## config.mk

```make
export PLATFORM = sky130hd
export DESIGN_NAME = de0_cv_fifo
export DESIGN_NICKNAME = d
export VERILOG_FILES = /design/src/rtl/de0_cv_fifo.sv
export SDC_FILE = /design/constraint.sdc
export NUM_CORES = 1
export LEC_CHECK = 0
export ABC_AREA = 1
export CORE_MARGIN = 2
export CORE_UTILIZATION = 40
export CTS_CLUSTER_SIZE = 24
export DETAILED_ROUTE_END_ITERATION = 16
export HOLD_SLACK_MARGIN = 0.02
export PLACE_DENSITY = 0.57
export SLEW_MARGIN = 40
export SYNTH_ARGS = -nofsm -noshare
export SYNTH_HDL_FRONTEND = slang
export SYNTH_SLANG_ARGS = --single-unit
```

## constraint.sdc

```tcl
create_clock -name m_clock -period 4.6 [get_ports m_clock]
set_input_delay 0.46 -clock m_clock [delete_from_list [all_inputs] [get_ports m_clock]]
set_output_delay 0.46 -clock m_clock [all_outputs]
set_load 0.05 [all_outputs]
```

## src/rtl/de0_cv_fifo.sv

```systemverilog
// Single-clock first-word fall-through FIFO behind the DE0_CV board wrapper.
// Define DE0_CV_FIFO_ERR_FLAGS_EN to add sticky overflow/underflow outputs.
module de0_cv_fifo #(
  parameter  int WIDTH = 8,
  parameter  int DEPTH = 16,
  localparam int AW    = $clog2(DEPTH)
) (
  input  logic             m_clock,
  input  logic             p_reset,
  input  logic [WIDTH-1:0] in,
  input  logic             push,
  input  logic             pop,
  output logic [WIDTH-1:0] out,
  output logic             is_empty,
  output logic             is_full,
`ifdef DE0_CV_FIFO_ERR_FLAGS_EN
  output logic             overflow,
  output logic             underflow,
`endif
  output logic [AW:0]      count
);

  localparam logic [AW:0] FULL_CNT = (AW+1)'(DEPTH);

  logic [WIDTH-1:0] mem [DEPTH];
  logic [AW-1:0]    wptr, rptr;
  logic             do_push, do_pop;

  assign is_empty = (count == '0);
  assign is_full  = (count == FULL_CNT);
  // A pop on full frees the slot the simultaneous push lands in.
  assign do_push  = push & (~is_full | pop);
  assign do_pop   = pop & ~is_empty;
  assign out      = is_empty ? '0 : mem[rptr];

  always_ff @(posedge m_clock) begin
    if (do_push) mem[wptr] <= in;
  end

  always_ff @(posedge m_clock or negedge p_reset) begin
    if (!p_reset) begin
      wptr  <= '0;
      rptr  <= '0;
      count <= '0;
    end else begin
      if (do_push) wptr <= wptr + AW'(1);
      if (do_pop)  rptr <= rptr + AW'(1);
      if (do_push && !do_pop)      count <= count + (AW+1)'(1);
      else if (do_pop && !do_push) count <= count - (AW+1)'(1);
    end
  end

`ifdef DE0_CV_FIFO_ERR_FLAGS_EN
  always_ff @(posedge m_clock or negedge p_reset) begin
    if (!p_reset) begin
      overflow  <= 1'b0;
      underflow <= 1'b0;
    end else begin
      if (push && is_full && !pop) overflow  <= 1'b1;
      if (pop && is_empty)         underflow <= 1'b1;
    end
  end
`endif

endmodule

```

==> flow_metrics.env <==
export IMPL_design_final_nets=588
export IMPL_total_clock_buffers_created_by_cts=17
export IMPL_worst_slack_ns=1.079
export IMPL_drv_max_cap_violation_count=0
export IMPL_grt_overflow=0
export IMPL_synth_top_flop_cell="edfxtp_1"
export IMPL_avgRoutedWirePerCell_um=18.22
export IMPL_rr_worst_depth=15
export IMPL_synth_compound_area_share=0.01158
export IMPL_clkSlewWorstSetupHoldPaths_ns=0.06
export IMPL_slew_headroom=0.5188
export IMPL_worstPathMaxFanout=66
export IMPL_cts_tree="done"
export IMPL_synth_top_family_by_area="simple AND/OR/NAND/NOR gates"
export IMPL_syn_mean_instance_area_um2=11.38
export IMPL_critPathCaptureType="output pin"
export IMPL_die_y_um=127.0
export IMPL_rsz0062_at_grt="false"
export IMPL_synthArstFlopShare=0.09220
export IMPL_initial_utilization=0.4134
export IMPL_max_freq_mhz=284.0
export IMPL_detailedRoute_firstIterationViolations=429
export IMPL_fp_row_count=44
export IMPL_detailedRoute_firstPassIterationCount=4
export IMPL_post_synth_xor_area_fraction=0.01447
export IMPL_pre_cts_ws_ns=1.386
export IMPL_reg2reg_from="count[0]"
export IMPL_cp_startpoint="rptr[0]"
export IMPL_hpwl_um=8352
export IMPL_chipWidth_um=127.0
export IMPL_h_tree_depth=4
export IMPL_status="finished, final reports clean"
export IMPL_final_setup_skew_ns=0.006471
export IMPL_finalCriticalPeriod_ns=3.521
export IMPL_setup_crit_start_kind="flop"
export IMPL_postLayoutCellArea_um2=7034
export IMPL_route_detailed_vias_per_inst=5.147
export IMPL_fraction_of_layout_cells_with_a_size_suffix_above_1=0.1003
export IMPL_vias=3922
export IMPL_portBuffers=26
export IMPL_syn2layout_area_growth_pct=16.21
export IMPL_final_setup_violation_count=0
export IMPL_post_synth_and_or_nand_nor_area_fraction=0.2193
export IMPL_yosys_area_share_adder=0.02191
export IMPL_antenna_diode_count=0
export IMPL_timing_setup_critical_path_class="reg -> out"
export IMPL_power_per_cell_area_nw_per_um2=698.1
export IMPL_antenna_found_initial=0
export IMPL_fin_tns_setup_ns=0
export IMPL_floorplan_io_pins=27
export IMPL_timing_final_hold_violations=0
export IMPL_ys_seq_elements=141
export IMPL_cts_resizes=0
export IMPL_die_area_um2=16130
export IMPL_wire_length_of_the_first_global_routing_pass_um=22250
export IMPL_timing_critical_path_arrival_ns=3.06
export IMPL_drc=0
export IMPL_post_cts_setup_buffers=0
export IMPL_post_synth_inst_count=532
export IMPL_place_congestion=0.7474
export IMPL_cell_area_after_synthesis_um2=6053
export IMPL_power_ir_vdd_worst_mv=0.4490
export IMPL_critPathRequiredTime_ns=4.14
export IMPL_hold_path_class="in -> async"
export IMPL_min_period_over_period=0.7654
export IMPL_route_final_wire_length_um=13880
export IMPL_finish_utilization=0.4803
export IMPL_timing_rr_end="count[4]"
export IMPL_groute_usage_overall=0.1864
export IMPL_power_leakage_nw=2.651
export IMPL_yosys_mux_area_fraction=0
export IMPL_clk_insertion_delay_late_ns=0.42
export IMPL_core_region_um2=14640
export IMPL_final_max_slew_violation_count=0
export IMPL_clkSinkCount=141
export IMPL_timing_reg2reg_setup_slack_ns=1.81
export IMPL_synthesis_nets=554
export IMPL_clk_path_buf_depth=2
export IMPL_synth_distinct_cells=21
export IMPL_grt_start_max_net_pins=67
export IMPL_holdBufCountCts=0
export IMPL_tightestPinTransition_ns=0.7208
export IMPL_yosysWarningCount=0
export IMPL_yosysSeqAreaShare=0.6887
export IMPL_ctsRootBufferMaster="clkbuf_16"
export IMPL_post_dp_cell_area_um2=6513
export IMPL_first_global_vias=3939
export IMPL_number_of_enable_flip_flop_cells_after_synthesis=128
export IMPL_postRouteAntennaNets=0
cell usage after synthesis, types with 4 or more instances:
master    number  area [um^2]
buf_2         12        60.06
edfxtp_1     128         3844
buf_4          5        37.54
nand3_1      102        510.5
dfrtp_1       13        325.3
a21oi_1       10        50.05
inv_1         10        37.54
nand2_1      186        698.2
nor3_1        16        80.08
inv_2          9        33.78
xor2_1         8        70.07
ha_1           9        112.6
buf_6          8        90.09
o21ai_1        4        20.02
nor2_1         4        15.01
through the flow:
step                std cells  hold slack, ns  total power, mW
floorplan                 532          0.1644            3.163
global placement          731          0.5204            3.705
detailed placement        731          0.5408            3.740
CTS                       762          0.4392            4.941
global route              762          0.4835            5.234
finish                    762          0.4289            4.911
cell families (layout without fill, tap and decap cells):
| logic type | count (synthesis) | count (layout) |
|---|---|---|
| buf+inv | 46 | 92 |
| compound gates | 14 | 14 |
| simple gates | 311 | 311 |
| fa+ha+maj | 10 | 10 |
| xor+xnor | 10 | 10 |
| flops | 141 | 141 |
power by group:
part / internal, mW / switching (mW) / leakage [nW]
clock network: 0.722 / 0.478 / 0.251
logic: 0.613 / 1.40 / 1.09
registers: 1.57 / 0.127 / 1.31
total: 2.90 / 2.01 / 2.65
worst max path at each step:
| stage | endpoint | cells past startpoint |
|---|---|---|
| final | out[1] | 8 |
| after global routing | out[4] | 8 |
| after CTS | out[1] | 8 |
| after detailed placement | count[4] | 14 |
| after global placement | out[4] | 8 |
| after floorplan | count[4] | 16 |
cells in the final DEF, fill, tap and decap left out, types with 2 or more instances in the layout:
cell type / synthesis / routed
clkinv_2: 0 / 4
o21ai_1: 4 / 4
nand3_1: 102 / 102
clkdlybuf4s50_1: 0 / 26
edfxtp_1: 128 / 128
nand2_1: 186 / 185
clkinv_1: 0 / 6
buf_4: 5 / 16
dfrtp_1: 13 / 11
clkbuf_1: 2 / 2
inv_1: 10 / 10
nand2_2: 1 / 2
nor3_4: 0 / 4
xnor2_1: 2 / 2
nor2_1: 4 / 4
clkbuf_16: 0 / 17
a21oi_1: 10 / 10
nor3_1: 16 / 12
inv_2: 9 / 8
dfrtp_2: 0 / 2
xor2_1: 8 / 8
ha_1: 9 / 9
cell type report:
type	instances	area, um^2
clock buffer	19	432.9
clock inverter	12	80.08
fill	1305	7610
inverter	19	73.82
multi-input combinational	345	1665
sequential	141	4172
tap	184	230.2
timing repair buffer	42	380.4
worst max-delay path, stage by stage, from the launching register on:
cell	delay [ns]
dfrtp_2	0.38
buf_4	0.58
nand2_1	0.14
nand3_1	0.12
nand3_1	0.10
nand2_1	0.14
nand2_1	0.07
a21oi_1	0.23
clkdlybuf4s50_1	0.86
registers in the layout, summed over array words and instances, names as in the netlist:
| name | flops |
|---|---|
| rptr | 4 |
| mem | 128 |
| wptr | 4 |
| count | 5 |
metal layers:
layer,GRT usage,up-vias,share of wire
li1,-,1906,-
met1,0.2534,1921,0.44
met2,0.2941,91,0.48
met3,0.04188,4,0.073
met4,0.07304,0,0.0042
met5,0,-,0
Power figures use the tool's default switching activity.
